### src/rtl/pc_resolve_unit_pkg.sv
// Shared types and constants for the PC resolve unit: FSM state encoding
// and the default datapath width.
package pc_resolve_unit_pkg;

  localparam int DEFAULT_WIDTH = 32;

  typedef enum logic [1:0] {
    ST_IDLE     = 2'd0,
    ST_REDIRECT = 2'd1,
    ST_FLUSH    = 2'd2
  } state_e;

endpackage : pc_resolve_unit_pkg

### src/rtl/sat_counter.sv
// Saturating up-counter with synchronous clear; clear wins over increment
// and the count sticks at all-ones instead of wrapping.
module sat_counter #(
  parameter int CNT_WIDTH = 16
) (
  input  logic                 clk,
  input  logic                 rst_n,
  input  logic                 inc,
  input  logic                 clr,
  output logic [CNT_WIDTH-1:0] count
);

  localparam logic [CNT_WIDTH-1:0] CNT_MAX = {CNT_WIDTH{1'b1}};

  // Count register: async reset, clear priority, saturate at all-ones.
  always_ff @(posedge clk or negedge rst_n) begin
    if (!rst_n) begin
      count <= {CNT_WIDTH{1'b0}};
    end else if (clr) begin
      count <= {CNT_WIDTH{1'b0}};
    end else if (inc && (count != CNT_MAX)) begin
      count <= count + {{(CNT_WIDTH-1){1'b0}}, 1'b1};
    end else begin
      count <= count;
    end
  end

endmodule : sat_counter

### src/rtl/pc_resolve_unit.sv
// EX-stage PC resolution: compares the predicted PC against the actual next
// PC, issues a held redirect request to fetch, squashes IF/ID for a fixed
// number of cycles after the handshake, emits predictor updates and keeps
// saturating branch/mispredict statistics.
module pc_resolve_unit
  import pc_resolve_unit_pkg::*;
#(
  parameter int WIDTH        = DEFAULT_WIDTH,
  parameter int FLUSH_CYCLES = 2,
  parameter int ALIGN_BITS   = 2,
  parameter int CNT_WIDTH    = 16
) (
  input  logic                 i_clk,
  input  logic                 i_rst_n,
  input  logic                 i_valid,
  input  logic [WIDTH-1:0]     i_pc,
  input  logic [WIDTH-1:0]     i_alu_rslt,
  input  logic [WIDTH-1:0]     i_ppc,
  input  logic                 i_npc_ctrl,
  input  logic                 i_branch,
  input  logic                 i_jump,
  input  logic                 i_redirect_ready,
  input  logic                 i_cnt_clr,
  output logic                 o_redirect_valid,
  output logic [WIDTH-1:0]     o_redirect_pc,
  output logic                 o_stall,
  output logic                 o_flush,
  output logic                 o_upd_valid,
  output logic [WIDTH-1:0]     o_upd_pc,
  output logic                 o_upd_taken,
  output logic [WIDTH-1:0]     o_upd_target,
  output logic [CNT_WIDTH-1:0] o_br_cnt,
  output logic [CNT_WIDTH-1:0] o_mis_cnt
);

  // Redirect targets are forced to instruction alignment.
  localparam logic [WIDTH-1:0] ALIGN_MASK =
    ~((WIDTH'(1) << ALIGN_BITS) - WIDTH'(1));
  // Flush counter value in the last flush cycle (FLUSH_CYCLES is 1..15).
  localparam logic [3:0] FLUSH_LAST = 4'(FLUSH_CYCLES - 1);

  state_e           state_r;
  state_e           next_state_s;
  logic [3:0]       flush_cnt_r;
  logic             ctl_s;
  logic [WIDTH-1:0] actual_npc_s;
  logic             mispredict_s;
  logic             upd_event_s;
  logic             handshake_s;

  // Actual next PC and the qualifying events; only IDLE-state instructions count.
  always_comb begin
    ctl_s = i_branch | i_jump;
    if (!ctl_s || i_npc_ctrl) begin
      actual_npc_s = i_pc;
    end else begin
      actual_npc_s = i_alu_rslt;
    end
    mispredict_s = i_valid && (state_r == ST_IDLE) && (i_ppc != actual_npc_s);
    upd_event_s  = i_valid && (state_r == ST_IDLE) && ctl_s;
    handshake_s  = o_redirect_valid && i_redirect_ready;
  end

  // Next-state logic for IDLE -> REDIRECT -> FLUSH -> IDLE.
  always_comb begin
    next_state_s = state_r;
    case (state_r)
      ST_IDLE: begin
        if (mispredict_s) begin
          next_state_s = ST_REDIRECT;
        end else begin
          next_state_s = ST_IDLE;
        end
      end
      ST_REDIRECT: begin
        if (handshake_s) begin
          next_state_s = ST_FLUSH;
        end else begin
          next_state_s = ST_REDIRECT;
        end
      end
      ST_FLUSH: begin
        if (flush_cnt_r == FLUSH_LAST) begin
          next_state_s = ST_IDLE;
        end else begin
          next_state_s = ST_FLUSH;
        end
      end
      default: next_state_s = ST_IDLE;
    endcase
  end

  // State register and flush-cycle counter (restarts from zero on each FLUSH entry).
  always_ff @(posedge i_clk or negedge i_rst_n) begin
    if (!i_rst_n) begin
      state_r     <= ST_IDLE;
      flush_cnt_r <= 4'd0;
    end else begin
      state_r <= next_state_s;
      if (state_r == ST_FLUSH) begin
        flush_cnt_r <= flush_cnt_r + 4'd1;
      end else begin
        flush_cnt_r <= 4'd0;
      end
    end
  end

  // Registered control outputs, derived from the state being entered.
  always_ff @(posedge i_clk or negedge i_rst_n) begin
    if (!i_rst_n) begin
      o_redirect_valid <= 1'b0;
      o_redirect_pc    <= {WIDTH{1'b0}};
      o_stall          <= 1'b0;
      o_flush          <= 1'b0;
    end else begin
      o_redirect_valid <= (next_state_s == ST_REDIRECT);
      o_stall          <= (next_state_s == ST_REDIRECT);
      o_flush          <= (next_state_s == ST_FLUSH);
      if (mispredict_s) begin
        o_redirect_pc <= actual_npc_s & ALIGN_MASK;
      end else if (handshake_s) begin
        o_redirect_pc <= {WIDTH{1'b0}};
      end else begin
        o_redirect_pc <= o_redirect_pc;
      end
    end
  end

  // Predictor update: one-cycle pulse carrying the resolved control instruction.
  always_ff @(posedge i_clk or negedge i_rst_n) begin
    if (!i_rst_n) begin
      o_upd_valid  <= 1'b0;
      o_upd_pc     <= {WIDTH{1'b0}};
      o_upd_taken  <= 1'b0;
      o_upd_target <= {WIDTH{1'b0}};
    end else begin
      o_upd_valid <= upd_event_s;
      if (upd_event_s) begin
        o_upd_pc     <= i_pc;
        o_upd_taken  <= i_jump | (i_branch & ~i_npc_ctrl);
        o_upd_target <= i_alu_rslt;
      end else begin
        o_upd_pc     <= o_upd_pc;
        o_upd_taken  <= o_upd_taken;
        o_upd_target <= o_upd_target;
      end
    end
  end

  sat_counter #(.CNT_WIDTH(CNT_WIDTH)) u_br_cnt (
    .clk   (i_clk),
    .rst_n (i_rst_n),
    .inc   (upd_event_s),
    .clr   (i_cnt_clr),
    .count (o_br_cnt)
  );

  sat_counter #(.CNT_WIDTH(CNT_WIDTH)) u_mis_cnt (
    .clk   (i_clk),
    .rst_n (i_rst_n),
    .inc   (mispredict_s),
    .clr   (i_cnt_clr),
    .count (o_mis_cnt)
  );

endmodule : pc_resolve_unit

### config.mk
export PLATFORM = sky130hd
export DESIGN_NAME = pc_resolve_unit
export DESIGN_NICKNAME = d
export VERILOG_FILES = /design/src/rtl/pc_resolve_unit_pkg.sv /design/src/rtl/sat_counter.sv /design/src/rtl/pc_resolve_unit.sv
export SDC_FILE = /design/constraint.sdc
export NUM_CORES = 1
export LEC_CHECK = 0
export CAP_MARGIN = 25
export CORE_ASPECT_RATIO = 0.7
export CORE_MARGIN = 5
export CORE_UTILIZATION = 41
export CTS_CLUSTER_SIZE = 24
export DETAILED_ROUTE_END_ITERATION = 7
export PLACE_DENSITY_LB_ADDON = 0.08
export SYNTH_ARGS = -nofsm -noshare
export SYNTH_HDL_FRONTEND = slang
export SYNTH_SLANG_ARGS = --single-unit
### constraint.sdc
create_clock -name i_clk -period 2.25 [get_ports i_clk]
set_input_delay 0.675 -clock i_clk [delete_from_list [all_inputs] [get_ports i_clk]]
set_output_delay 0.675 -clock i_clk [all_outputs]
set_load 0.03 [all_outputs]
* After elaboration in Yosys (flattened, before gate mapping)
Index checks and enable logic that the tools add are counted.
** Cells by class
- Bitwise operators :: 4
- Mux-type cells :: 12
- Reductions and logical operators :: 12
- Add/subtract/negate cells :: 3
- Equal/unequal tests :: 8
** Operators by type and width (number)
- $mux 32 :: 3
- $mux 16 :: 4
- $add 16x1->16 const B :: 2
- $ne 16x16->1 const B :: 2
- $ne 32x32->1 :: 1
- $logic_and 1x1->1 :: 6
- $pmux 2 s3 :: 1
- $reduce_bool 2->1 :: 3
- $add 4x1->4 const B :: 1
- $eq 2x1->1 const B :: 2
- $eq 2x2->1 const B :: 2
- $eq 4x1->1 const B :: 1
- $mux 2 :: 2
- $mux 4 :: 1
- $logic_not 2->1 :: 1
- $or 1x1->1 :: 2
- $and 1x1->1 :: 1
- $logic_not 1->1 :: 1
- $logic_or 1x1->1 :: 1
- $mux 1 :: 1
- $not 1->1 :: 1
** Word-level totals
- Logic and storage cells :: 50
- Input bits :: 104
- Register bits :: 138
- Output and inout port bits :: 133

* Logic depth before layout (Yosys ltp)
Gate-level depths: netlist of run 1.
- Depth in word-level cells :: 9
- Depth in mapped cells :: 12
- Gate-level depth less buffers :: 8

* Cells and area by module
A second synthesis of run 1 with hierarchy kept.
** Unflattened totals
- Cells, all modules :: 616
- Area total of the unflattened synthesis :: 7020.5 µm²
** Modules (own cells, without submodules)
- pc_resolve_unit :: cells an instance 420, area an instance 5136.2 µm², instances 1, seq. area each 2602.5 µm²
- sat_counter :: cells an instance 98, area an instance 942.2 µm², instances 2, seq. area each 400.4 µm²

* Worst setup path after synthesis of run 1
No wires, ideal clock.
- Path kind :: input-to-reg
- Start :: input port i_jump
- End :: register u_mis_cnt.count[6]
- Arrival :: 2.870 ns
- Required time :: 2.122 ns
- Setup time :: 0.128 ns
- Buffers on the path :: 2
- Path slack :: -0.748 ns
- Stages :: 10
- Path through :: o21bai_4 -> buf_2 -> mux2i_1 -> xor2_1 -> o21ai_0 -> or4_4 -> o31ai_4 -> buf_6 -> nor4b_1 -> mux2_1
** Between the ends
- Cells in the longest elaborated chain, start to end :: 8
** RTL lines
- start: declaration :: RTL line pc_resolve_unit.sv:21 : input logic i_jump,
- $or 1x1->1 :: RTL line pc_resolve_unit.sv:53 : ctl_s = i_branch | i_jump;
- $logic_not 1->1 :: RTL line pc_resolve_unit.sv:54 : if (!ctl_s || i_npc_ctrl) begin
- $logic_or 1x1->1 :: RTL line pc_resolve_unit.sv:54
- $mux 32 :: RTL line pc_resolve_unit.sv:54
- $ne 32x32->1 :: RTL line pc_resolve_unit.sv:59 : mispredict_s = i_valid && (state_r == ST_IDLE) && (i_ppc != actual_npc_s);
- $logic_and 1x1->1 :: RTL line pc_resolve_unit.sv:59
- $logic_and 1x1->1 :: RTL line sat_counter.sv:21 : end else if (inc && (count != CNT_MAX)) begin
- $reduce_bool 2->1 (no source line)
- end signal: assignment :: RTL line sat_counter.sv:20 : count <= {CNT_WIDTH{1'b0}};
- end signal: assignment :: RTL line sat_counter.sv:22 : count <= count + {{(CNT_WIDTH-1){1'b0}}, 1'b1};
- end signal: assignment :: RTL line sat_counter.sv:24 : count <= count;
- end: declaration :: RTL line sat_counter.sv:10 : output logic [CNT_WIDTH-1:0] count
Every way passes these cells.
A chain may end at the register's enable or synchronous reset.

* Worst setup path after layout of run 1
- Start :: input port i_jump
- End :: register u_mis_cnt.count[12]
The elaborated chain is that of the path after synthesis.

==> results.py, run 1 <==
metrics = {
    "route": {
        "dr.pass1.iters": 4,
        "vias": 6083,
        "drt_drc_violations_left": 0,
        "wl_microns": 23700,
        "post_drt_via_cell_ratio": 5.16,
        "drt_iter0_drc": 396,
        "ant_nets": 0,
        "post_drt_wl_per_cell_microns": 20.1,
    },
    "logic_synthesis": {
        "postSynthCellCount": 606,
        "synthArstFlopShare": 1.00,
        "synth-seq-cells": 136,
        "ys.warnings.count": 0,
        "synth_common_cells": "136 x sky130_fd_sc_hd__dfrtp_1, 64 x sky130_fd_sc_hd__mux2_2, 45 x sky130_fd_sc_hd__nor2_1",
        "synth_area_leader": "sky130_fd_sc_hd__dfrtp_1",
        "syn-cell-area_sq_um": 6670,
        "seq_area_frac_synth": 0.511,
        "synth.top_cells.by_area": "sky130_fd_sc_hd__dfrtp_1 51%, sky130_fd_sc_hd__mux2_2 11%, sky130_fd_sc_hd__xor2_1 5.0%",
        "avgSynthCellArea_sq_um": 11.0,
        "post_synth_top_area_share": 0.511,
        "synth_cell_types": 52,
        "most_used_standard_cell_by_instance_count_after_synthesis": "sky130_fd_sc_hd__dfrtp_1",
        "synth-main-ff-cell": "sky130_fd_sc_hd__dfrtp_1",
        "count_of_flip_flops_with_a_built_in_enable_after_synthesis": 0,
    },
    "sta": {
        "report.final.hold_viol_count": 0,
        "worst_clock_skew_ps": 5.47,
        "fin_worst_hold_slack_ps": 231,
        "clock.fmax_mhz": 337,
        "fin_crit_ps": 2970,
        "grt_setup_unrepaired": "true",
        "worst_pin_slew_ps": 606,
        "finalSetupViolations": 48,
        "fin_crit_sh": 1.32,
        "max-slew-margin-rel": 0.594,
        "timing_max_transition_violations_final": 0,
        "timing.final.ws_setup_ps": -717,
    },
    "cts": {
        "clk_root_buffer_cell": "sky130_fd_sc_hd__clkbuf_16",
        "htree_levels": 4,
        "tritoncts.num_buffers": 17,
        "clk_pin_slew_ps": 60,
        "cts_num_sinks": 136,
        "cts_tree": "done",
        "worst_skew_pair.late_latency_ps": 420,
        "cts.path.max_buffers": 2,
    },
    "critical_path": {
        "cpMaxStageDelayCell": "sky130_fd_sc_hd__or4_4",
        "crit_path_start_kind": "input pin",
        "path_delay_family": "buffers and inverters",
        "endpoint_kind": "register",
        "timing.critical_path.arrival_ps": 3270,
        "crit_type": "in -> reg",
        "cp_cell_sequence": "buf_6, buf_6, o21bai_4, buf_12, buf_12, mux2i_4, xor2_1, nand2_1, or4_4, o31ai_4, buf_6, buf_12, nor4_4, mux2_4",
        "critPathRequiredTime_ps": 2560,
        "cp_max_fo": 5,
        "cp.buffers_inverters": 6,
        "critical-path-max-stage-delay_ps": 580,
    },
    "power_and_ir_drop": {
        "max-vdd-ir-drop_mv": 0.844,
        "cell_area_power_density_nw_per_um2": 1150,
        "cellLeakagePower_nw": 5.08,
    },
    "die": {
        "chipHeight_microns": 117,
        "ioPinCount": 237,
        "design.die.area_sq_um": 18900,
        "fp-row-count": 39,
        "fp.dieW_microns": 162,
        "design.core.area_sq_um": 16200,
        "start_util": 0.413,
    },
    "status": {
        "status": "finished, violations left",
        "violations": "setup timing",
    },
    "layout": {
        "area_delta_synth_final_pct": 66.8,
        "layout.area.seq_sq_um": 3400,
        "share_of_layout_cells_above_drive_strength_1": 0.278,
        "nets": 1049,
        "antenna_cells": 0,
        "final_cell_count_without_fillers": 1179,
        "fillers": 1215,
        "multiInputGateArea_sq_um": 3300,
    },
    "min_path": {
        "hold_class": "in -> async",
    },
    "global_routing": {
        "grt_pass1_vias": 6209,
        "grt_start_max_net_pins": 57,
        "grt_use_total": 0.243,
        "grt_antenna_before_repair": 0,
        "grt_first_pass_wirelength_microns": 35300,
        "globalRouteOverflowTotal": 0,
    },
    "placement": {
        "half_perimeter_wire_length_of_the_detailed_placement_result_microns": 17300,
        "dp.cells": 1135,
        "finalWeightedCongestion": 0.831,
        "dpl_worst_slack_ps": -1500,
        "io_buffers": 234,
    },
    "job": {
        "max_cap_viols": 0,
    },
}
==> logic make-up after synthesis <==
group	after synthesis	synth area share
AOI/OAI and AO/OA	97	0.0920
xor gates and xnor gates	50	0.0657
adders and majority gates	4	0.00751
buffers and inverters	58	0.0392
DFF	136	0.511
muxes	92	0.152
other	1	0.000563
and+or+nand+nor	168	0.132
==> layout by cell type, fill, tap and decap left out, types with 3 or more instances in the layout <==
| cell type | netlist | layout |
|---|---|---|
| sky130_fd_sc_hd__nor2b_1 | 14 | 11 |
| sky130_fd_sc_hd__xor2_1 | 38 | 35 |
| sky130_fd_sc_hd__or4_1 | 8 | 7 |
| sky130_fd_sc_hd__nand4_1 | 6 | 6 |
| sky130_fd_sc_hd__a21oi_1 | 25 | 25 |
| sky130_fd_sc_hd__o31ai_1 | 7 | 7 |
| sky130_fd_sc_hd__mux2_2 | 64 | 64 |
| sky130_fd_sc_hd__mux2_4 | 2 | 6 |
| sky130_fd_sc_hd__o21ai_0 | 33 | 26 |
| sky130_fd_sc_hd__clkinv_4 | 0 | 4 |
| sky130_fd_sc_hd__dfrtp_1 | 136 | 136 |
| sky130_fd_sc_hd__nand2b_1 | 3 | 3 |
| sky130_fd_sc_hd__and3_1 | 10 | 8 |
| sky130_fd_sc_hd__dlygate4sd2_1 | 0 | 24 |
| sky130_fd_sc_hd__mux2i_4 | 0 | 3 |
| sky130_fd_sc_hd__buf_8 | 0 | 6 |
| sky130_fd_sc_hd__buf_12 | 0 | 11 |
| sky130_fd_sc_hd__ha_1 | 4 | 4 |
| sky130_fd_sc_hd__dlymetal6s2s_1 | 0 | 15 |
| sky130_fd_sc_hd__o21ai_1 | 3 | 9 |
| sky130_fd_sc_hd__clkbuf_16 | 0 | 20 |
| sky130_fd_sc_hd__nand3_1 | 43 | 42 |
| sky130_fd_sc_hd__nor4_2 | 0 | 4 |
| sky130_fd_sc_hd__inv_1 | 24 | 23 |
| sky130_fd_sc_hd__mux2i_1 | 22 | 18 |
| sky130_fd_sc_hd__clkdlybuf4s50_1 | 0 | 185 |
| sky130_fd_sc_hd__buf_6 | 3 | 8 |
| sky130_fd_sc_hd__buf_4 | 4 | 91 |
| sky130_fd_sc_hd__xnor2_1 | 12 | 11 |
| sky130_fd_sc_hd__o221ai_2 | 0 | 3 |
| sky130_fd_sc_hd__nand2_1 | 14 | 14 |
| sky130_fd_sc_hd__clkinvlp_4 | 0 | 4 |
| sky130_fd_sc_hd__nor4_1 | 9 | 3 |
| sky130_fd_sc_hd__o22ai_1 | 7 | 7 |
| sky130_fd_sc_hd__nor3_1 | 4 | 3 |
| sky130_fd_sc_hd__nor2_1 | 45 | 45 |
==> area by class of cell <==
| cell class | instances | share of cell area |
|---|---|---|
| clock buffers | 19 | 0.0398 |
| clock inverters | 13 | 0.0133 |
| inverters | 24 | 0.00810 |
| multi-input cells | 413 | 0.297 |
| flip-flops and latches | 136 | 0.306 |
| well taps | 225 | 0.0253 |
| repair buffers | 349 | 0.311 |
==> power breakdown <==
| group | internal, mW | total, mW | leakage [nW] | switching (mW) |
|---|---|---|---|---|
| logic | 2.82 | 6.15 | 3.09 | 3.33 |
| registers | 3.33 | 3.87 | 1.72 | 0.536 |
| clock network | 1.67 | 2.80 | 0.276 | 1.13 |
| total | 7.82 | 12.8 | 5.08 | 5.00 |
==> layer usage <==
layer	up-vias	GRT usage	wire length, microns
li1	2835	-	-
met1	3035	0.333	10900
met2	199	0.378	10900
met3	14	0.0801	1730
met4	0	0.0546	178
met5	-	0	0
==> repair_timing <==
item,in CTS,in global routing
pin swaps,17,14
buffers inserted,5,5
setup endpoints to repair,56,69
gates cloned,1,3
resized for setup,89,61
hold buffers,0,0
==> worst paths after layout <==
kind	from	end	slack, ps	cells after the start
min in group i_clk	flush_cnt_r[0]	flush_cnt_r[0]	500	1
max	i_jump	u_mis_cnt.count[12]	-720	14
max reg2reg	u_mis_cnt.count[5]	u_mis_cnt.count[5]	20	7
min	i_rst_n	u_mis_cnt.count[6]	230	1
max in group asynchronous	i_rst_n	o_upd_pc[22]	1420	2
min reg2reg	flush_cnt_r[0]	flush_cnt_r[0]	500	1
==> through the flow <==
stage | instance area [sq um] | utilization | power, mW | TNS (ps)
after floorplan | 6690 | - | 6.94 | -27560
after global placement | 10000 | 0.621 | 9.65 | -77620
after detailed placement | 10000 | 0.621 | 9.75 | -83920
after CTS | 10800 | 0.669 | 12.7 | -34940
after global routing | 11100 | 0.688 | 13.4 | -34950
final | 11100 | 0.688 | 12.8 | -31170
==> flip-flops by register name (all words and copies together), names as in the netlist <==
signal and flops:
state_r 2, o_flush 1, o_redirect_pc 30, o_upd_target 32
o_stall 1, u_mis_cnt.count 16, o_upd_taken 1, o_upd_valid 1
u_br_cnt.count 16, flush_cnt_r 4, o_upd_pc 32
No activity file was read; power rests on OpenSTA's default activity.
==> run 2: changes to the inputs <==
--- a/config.mk
+++ b/config.mk
@@ -8,7 +8,7 @@
 export CAP_MARGIN = 25
 export CORE_ASPECT_RATIO = 0.7
 export CORE_MARGIN = 5
-export CORE_UTILIZATION = 41
+export CORE_UTILIZATION = 44
 export CTS_CLUSTER_SIZE = 24
 export DETAILED_ROUTE_END_ITERATION = 7
 export PLACE_DENSITY_LB_ADDON = 0.08
==> constraint.sdc (replaced) <==
create_clock -name i_clk -period 3.59 [get_ports i_clk]
set_input_delay 1.077 -clock i_clk [delete_from_list [all_inputs] [get_ports i_clk]]
set_output_delay 1.077 -clock i_clk [all_outputs]
set_load 0.03 [all_outputs]
==> run 2 against run 1 <==
Against the previous run:
- the flow now finishes without violations
- combinational power decreased by 40%
- global-route usage is 1.3 points higher
- count of clock-buffer cells in the layout rose by 1
- critical path depth fell by 3
- first-iteration DRC count decreased by 29%
- hold slack improved by 270 ps
- total power shrank 39%
- setup slack better by 750 ps
- sequential power fell by 38%
- cell count fell by 5.2%
- clock power fell by 36%
- wire length fell by 3.2%
- largest power group unchanged
==> results.py, run 2 (synthesis results as in run 1) <==
metrics = {
    "status": {
        "status": "complete, no violations",
    },
    "layout": {
        "mostFrequentLayoutCell": "sky130_fd_sc_hd__clkdlybuf4s50_1",
        "share_of_layout_cells_above_drive_strength_1": 0.214,
        "area_delta_synth_final_pct": 57.4,
        "final_cell_count_without_fillers": 1118,
        "layout_common_cells": "213 x sky130_fd_sc_hd__clkdlybuf4s50_1, 136 x sky130_fd_sc_hd__dfrtp_1, 72 x sky130_fd_sc_hd__buf_4",
        "finalInstanceArea_sq_um": 10500,
        "largest_regs": "o_upd_pc: 32 flops, o_upd_target: 32 flops, o_redirect_pc: 30 flops",
        "nets": 1017,
    },
    "power_and_ir_drop": {
        "power.share.sequential": 0.305,
        "power.clock.fraction": 0.228,
        "pwr-share-comb": 0.467,
        "cell_area_power_density_nw_per_um2": 750,
        "power.switching_mw": 3.01,
        "cellLeakagePower_nw": 4.67,
        "power.switching_fraction": 0.383,
        "max-vdd-ir-drop_mv": 0.557,
        "intPower_mw": 4.85,
    },
    "sta": {
        "finalSetupViolations": 0,
        "worst_pin_slew_ps": 628,
        "fin_crit_ps": 3550,
        "clock.fmax_mhz": 281,
        "report.final.hold_viol_count": 0,
        "worst_clock_skew_ps": 5.96,
        "max-slew-margin-rel": 0.580,
        "fin_crit_sh": 0.990,
        "timing.final.ws_setup_ps": 36.6,
        "timing_max_transition_violations_final": 0,
        "setup_total_negative_slack_ps": 0,
    },
    "global_routing": {
        "grt_pass1_vias": 6148,
        "grt_use_total": 0.256,
        "grt_first_pass_wirelength_microns": 35100,
        "grt_antenna_before_repair": 1,
        "globalRouteOverflowTotal": 0,
        "grt_start_max_net_pins": 68,
    },
    "die": {
        "fp.dieW_microns": 157,
        "start_util": 0.451,
        "design.die.area_sq_um": 17700,
        "ioPinCount": 237,
        "chipHeight_microns": 113,
        "fp-row-count": 37,
        "design.core.area_sq_um": 14800,
    },
    "route": {
        "wl_microns": 22900,
        "met2RoutedLength_microns": 10400,
        "vias": 5975,
        "drt_drc_violations_left": 0,
        "metal_1_wl_microns": 9970,
        "post_drt_wl_per_cell_microns": 20.5,
        "met3_length_microns": 2240,
        "dr.pass1.iters": 5,
        "routed.top_layer": "met4",
        "post_drt_via_cell_ratio": 5.34,
        "ant_nets": 0,
        "drt_iter0_drc": 281,
    },
    "critical_path": {
        "path_delay_family": "simple AND/OR/NAND/NOR gates",
        "critPathRequiredTime_ps": 3880,
        "cp_max_fo": 4,
        "critical-path-max-stage-delay_ps": 560,
        "cpMaxStageDelayCell": "sky130_fd_sc_hd__or4_4",
        "cp.buffers_inverters": 3,
        "reg2reg_slack_ps": 1340,
        "cp_cell_sequence": "clkdlybuf4s50_1, nor2b_1, a2111o_1, nor4_2, o21ai_1, or4_4, o31ai_4, buf_12, buf_8, nor4_1, mux2_1",
        "timing.critical_path.arrival_ps": 3850,
        "cp.depth": 11,
        "crit_type": "in -> reg",
        "crit_path_start_kind": "input pin",
        "reg2regPathDepth": 7,
        "endpoint_kind": "register",
    },
    "placement": {
        "dp.cells": 1075,
        "finalWeightedCongestion": 0.896,
        "dpl_cell_area_sq_um": 9670,
        "half_perimeter_wire_length_of_the_detailed_placement_result_microns": 17200,
        "dpl_worst_slack_ps": -606,
        "io_buffers": 234,
    },
    "cts": {
        "clk_pin_slew_ps": 60,
        "cts_num_sinks": 136,
        "clk_root_buffer_cell": "sky130_fd_sc_hd__clkbuf_16",
        "cts.path.max_buffers": 2,
        "post_cts_hold_buffer_count": 0,
        "cts_tree": "done",
        "worst_skew_pair.late_latency_ps": 420,
        "htree_levels": 4,
        "tritoncts.num_buffers": 17,
    },
    "job": {
        "max_cap_viols": 0,
    },
    "min_path": {
        "hold_class": "reg -> reg",
        "hold-path-cell-count": 2,
    },
}
-- run 2: cell types whose count changed in the layout (fill, tap and decap cells not counted), sizes merged, moves of 2 or more --
cell,before,now
dlymetal6s2s,15,18
clkbuf,23,20
clkdlybuf4s15,3,0
inv,26,24
clkdlybuf4s50,185,213
dlygate4sd2,24,2
buf,118,83
-- run 2: final timing paths --
check                                   start                 end
max reg2reg                u_mis_cnt.count[0]  u_mis_cnt.count[6]
min reg2reg                 o_redirect_pc[28]   o_redirect_pc[28]
max in group asynchronous             i_rst_n         o_upd_pc[8]
max                                  i_ppc[7]  u_mis_cnt.count[5]
min                         o_redirect_pc[28]   o_redirect_pc[28]
min in group asynchronous             i_rst_n   u_br_cnt.count[1]
-- run 2: worst min-delay path, cell delays in order (launching register included) --
cell,delay (ps)
sky130_fd_sc_hd__dfrtp_1,340
sky130_fd_sc_hd__nand3_1,60
sky130_fd_sc_hd__o21ai_0,70
-- run 2: power groups by stage --
stage,clock network [mW],logic (mW),registers (mW)
2_1_floorplan,0,0.873,3.47
3_3_place_gp,0,3.55,2.39
3_5_place_dp,0,3.61,2.42
4_1_cts,1.82,3.63,2.40
5_1_grt,1.89,3.85,2.48
6_report,1.79,3.67,2.40
-- run 2: routing by layer --
metal  track usage  up-vias
met5             0        -
met4        0.0659        0
met3        0.0963       19
met2         0.381      233
met1         0.356     2951
li1              -     2772
-- run 2: what timing repair did --
item | 4_1_cts | 5_1_grt
pin swaps | 1 | 11
endpoints found under the hold margin | 0 | 0
resized for setup | 5 | 40
gates cloned | 1 | 1
buffers inserted | 1 | 8
setup endpoints to repair | 44 | 47
-- run 2: metrics by stage --
step,util,power [mW],hold slack (ps)
after floorplan,-,4.34,461
after CTS,0.698,7.86,504
after global routing,0.710,8.22,520
after detailed placement,0.654,6.03,491
after global placement,0.654,5.95,474
final,0.710,7.86,497
-- run 2: final cells by class --
type	count	area, sq um
clock buffer	20	457
antenna	1	2.50
sequential	136	3400
fill	1040	4280
multi-input combinational	414	3070
tap	195	244
timing repair buffer	316	3070
inverter	24	90.1
clock inverter	12	150
==> run 3: changes to the inputs <==
--- a/config.mk
+++ b/config.mk
@@ -14,4 +14,5 @@
 export PLACE_DENSITY_LB_ADDON = 0.08
 export SYNTH_ARGS = -nofsm -noshare
 export SYNTH_HDL_FRONTEND = slang
+export SYNTH_HIERARCHICAL = 1
 export SYNTH_SLANG_ARGS = --single-unit
==> run 3 against run 2 <==
Against the previous run:
- cell count grew 0.54%
- non-clock buffer count shrank 9
- synthesized cell count grew 1.7%
==> results.py, run 3 <==
metrics = {
    "global_routing": {
        "grt_pass1_vias": 6474,
        "grt_antenna_before_repair": 0,
        "grt_start_max_net_pins": 68,
        "grt_use_total": 0.242,
        "globalRouteOverflowTotal": 0,
        "grt_first_pass_wirelength_microns": 35300,
    },
    "die": {
        "fp-row-count": 38,
        "ioPinCount": 237,
        "start_util": 0.450,
        "design.core.area_sq_um": 15600,
        "fp.dieW_microns": 161,
        "design.die.area_sq_um": 18600,
        "chipHeight_microns": 116,
    },
    "sta": {
        "clock.fmax_mhz": 283,
        "setup_total_negative_slack_ps": 0,
        "fin_crit_ps": 3530,
        "timing_max_transition_violations_final": 0,
        "grt_setup_unrepaired": "false",
        "max-slew-margin-rel": 0.350,
        "finalSetupViolations": 0,
        "worst_clock_skew_ps": 4.77,
        "fin_crit_sh": 0.984,
        "worst_pin_slew_ps": 968,
        "timing.final.ws_setup_ps": 55.9,
        "report.final.hold_viol_count": 0,
    },
    "cts": {
        "cts_tree": "done",
        "clk_root_buffer_cell": "sky130_fd_sc_hd__clkbuf_16",
        "tritoncts.num_buffers": 17,
        "cts.path.max_buffers": 2,
        "cts_num_sinks": 136,
        "worst_skew_pair.late_latency_ps": 420,
        "htree_levels": 4,
        "clk_pin_slew_ps": 60,
    },
    "critical_path": {
        "cp_cell_sequence": "clkdlybuf4s50_1, o21bai_4, buf_12, nor4_1, o21ai_0, buf_4, nor3_2, a31oi_4, inv_1, buf_12, or4_2, a21oi_2",
        "cpMaxStageDelayCell": "sky130_fd_sc_hd__or4_2",
        "timing.critical_path.arrival_ps": 3880,
        "critPathRequiredTime_ps": 3940,
        "critical_path.most_common_cell": "sky130_fd_sc_hd__buf_12",
        "crit_path_start_kind": "input pin",
        "cp_max_fo": 20,
        "endpoint_kind": "register",
        "crit_type": "in -> reg",
        "critical-path-max-stage-delay_ps": 660,
    },
    "logic_synthesis": {
        "synth_area_leader": "sky130_fd_sc_hd__dfrtp_1",
        "synth-seq-cells": 136,
        "synth-main-ff-cell": "sky130_fd_sc_hd__dfrtp_1",
        "synth_cell_types": 54,
        "postSynthCellCount": 616,
        "synthArstFlopShare": 1.00,
        "synth.top_cells.by_area": "sky130_fd_sc_hd__dfrtp_1 48%, sky130_fd_sc_hd__mux2_2 10%, sky130_fd_sc_hd__mux2i_1 8.0%",
        "seq_area_frac_synth": 0.485,
        "ys.warnings.count": 6,
        "syn-cell-area_sq_um": 7020,
        "avgSynthCellArea_sq_um": 11.4,
        "synth_common_cells": "136 x sky130_fd_sc_hd__dfrtp_1, 64 x sky130_fd_sc_hd__mux2_2, 56 x sky130_fd_sc_hd__mux2i_1",
        "count_of_flip_flops_with_a_built_in_enable_after_synthesis": 0,
        "most_used_standard_cell_by_instance_count_after_synthesis": "sky130_fd_sc_hd__dfrtp_1",
        "post_synth_top_area_share": 0.485,
    },
    "power_and_ir_drop": {
        "pwr-share-comb": 0.475,
        "totalPowerFinal_mw": 8.05,
        "cell_area_power_density_nw_per_um2": 755,
        "intPower_mw": 4.96,
        "power.switching_mw": 3.10,
        "power.share.sequential": 0.304,
        "max-vdd-ir-drop_mv": 0.494,
        "power.switching_fraction": 0.384,
        "power.clock.fraction": 0.222,
        "cellLeakagePower_nw": 4.52,
    },
    "route": {
        "met3_length_microns": 2090,
        "dr.pass1.iters": 5,
        "drt_drc_violations_left": 0,
        "met2RoutedLength_microns": 10500,
        "ant_nets": 0,
        "routed.top_layer": "met4",
        "post_drt_wl_per_cell_microns": 20.1,
        "post_drt_via_cell_ratio": 5.48,
        "metal_1_wl_microns": 9400,
        "vias": 6154,
        "drt_iter0_drc": 359,
        "wl_microns": 22600,
    },
    "layout": {
        "antenna_cells": 0,
        "share_of_layout_cells_above_drive_strength_1": 0.212,
        "multiInputGateArea_sq_um": 3370,
        "area_delta_synth_final_pct": 51.8,
        "fillers": 1173,
        "layout.area.seq_sq_um": 3400,
        "nets": 1020,
        "largest_regs": "o_upd_pc: 32 flops, o_upd_target: 32 flops, o_redirect_pc: 30 flops",
        "mostFrequentLayoutCell": "sky130_fd_sc_hd__clkdlybuf4s50_1",
        "layout_common_cells": "233 x sky130_fd_sc_hd__clkdlybuf4s50_1, 136 x sky130_fd_sc_hd__dfrtp_1, 70 x sky130_fd_sc_hd__buf_4",
    },
    "min_path": {
        "hold_class": "reg -> reg",
    },
    "job": {
        "max_cap_viols": 0,
    },
    "placement": {
        "finalWeightedCongestion": 0.842,
        "half_perimeter_wire_length_of_the_detailed_placement_result_microns": 17100,
        "io_buffers": 234,
        "dpl_worst_slack_ps": -353,
    },
    "status": {
        "status": "complete, no violations",
    },
}
==> run 3: cell count changes in the layout (fill, tap and decap cells not counted), moves of 21 or more <==
cell                      previous run  this run
sky130_fd_sc_hd__nor2_1             45        24
sky130_fd_sc_hd__xor2_1             37        14
sky130_fd_sc_hd__mux2i_1            20        55
sky130_fd_sc_hd__nand3_1            43         7
sky130_fd_sc_hd__nand2_1            14        50
sky130_fd_sc_hd__o21ai_0            31         3
==> run 3: kinds of logic (layout without fill, tap and decap cells) <==
| group | count (synthesis) | in the layout | share of synthesized area |
|---|---|---|---|
| compound gates | 84 | 84 | 0.0875 |
| xor+xnor | 41 | 41 | 0.0512 |
| fa+ha+maj | 4 | 4 | 0.00713 |
| buf+inv | 59 | 366 | 0.0412 |
| flops | 136 | 136 | 0.485 |
| mux | 129 | 129 | 0.199 |
| other cells | 1 | 2 | 0.000534 |
| simple gates | 162 | 162 | 0.129 |
==> run 3: metal layers <==
layer,vias up,track usage
met5,-,0
met4,0,0.0795
met3,36,0.0917
li1,2832,-
met1,3020,0.300
met2,266,0.399
==> run 3: cell type report <==
class / count / share of cell area
Multi-Input combinational cell: 422 / 0.316
Inverter: 28 / 0.00986
Timing Repair Buffer: 307 / 0.275
Tap cell: 200 / 0.0235
Clock inverter: 9 / 0.0115
Clock buffer: 22 / 0.0445
Sequential cell: 136 / 0.319
==> run 3: path summary, 6_finish.rpt <==
path,startpoint,slack (ps),depth (start not counted),end
setup / recovery,i_branch,60,12,u_mis_cnt/count[3]
hold / removal,flush_cnt_r[0],500,1,flush_cnt_r[0]
setup reg to reg,u_mis_cnt/count[0],1260,5,u_mis_cnt/count[13]
hold reg to reg,flush_cnt_r[0],500,1,flush_cnt_r[0]
max in group asynchronous,i_rst_n,2070,2,u_mis_cnt/count[12]
min in group asynchronous,i_rst_n,660,1,o_upd_target[20]
==> run 3: power by group through the flow <==
stage	combinational, mW	clock, mW	sequential (mW)
6_report	3.82	1.79	2.44
5_1_grt	4.01	1.87	2.52
4_1_cts	3.84	1.81	2.45
3_5_place_dp	3.83	0	2.46
3_3_place_gp	3.79	0	2.43
2_1_floorplan	1.02	0	3.54
==> run 3: timing repair <==
item                       in CTS  in global routing
setup endpoints to repair       0                  5
hold buffers                    0                  0
resized for setup               0                  6
setup buffers                   0                  1
==> run 3: per-stage QoR <==
stage	instance area, sq um	hold WS, ps	utilization	cells
finish	10700	505	0.683	1124
global route	10700	517	0.683	1124
CTS	10600	504	0.679	1122
detailed placement	10000	495	0.641	1091
global placement	10000	473	0.641	1091
floorplan	7020	460	-	617
==> run 3: worst max-delay path, delay by kind of cell <==
family / cells / cell delay [ps]
compound gates: 4 / 920
simple gates: 3 / 780
buf+inv: 5 / 1110
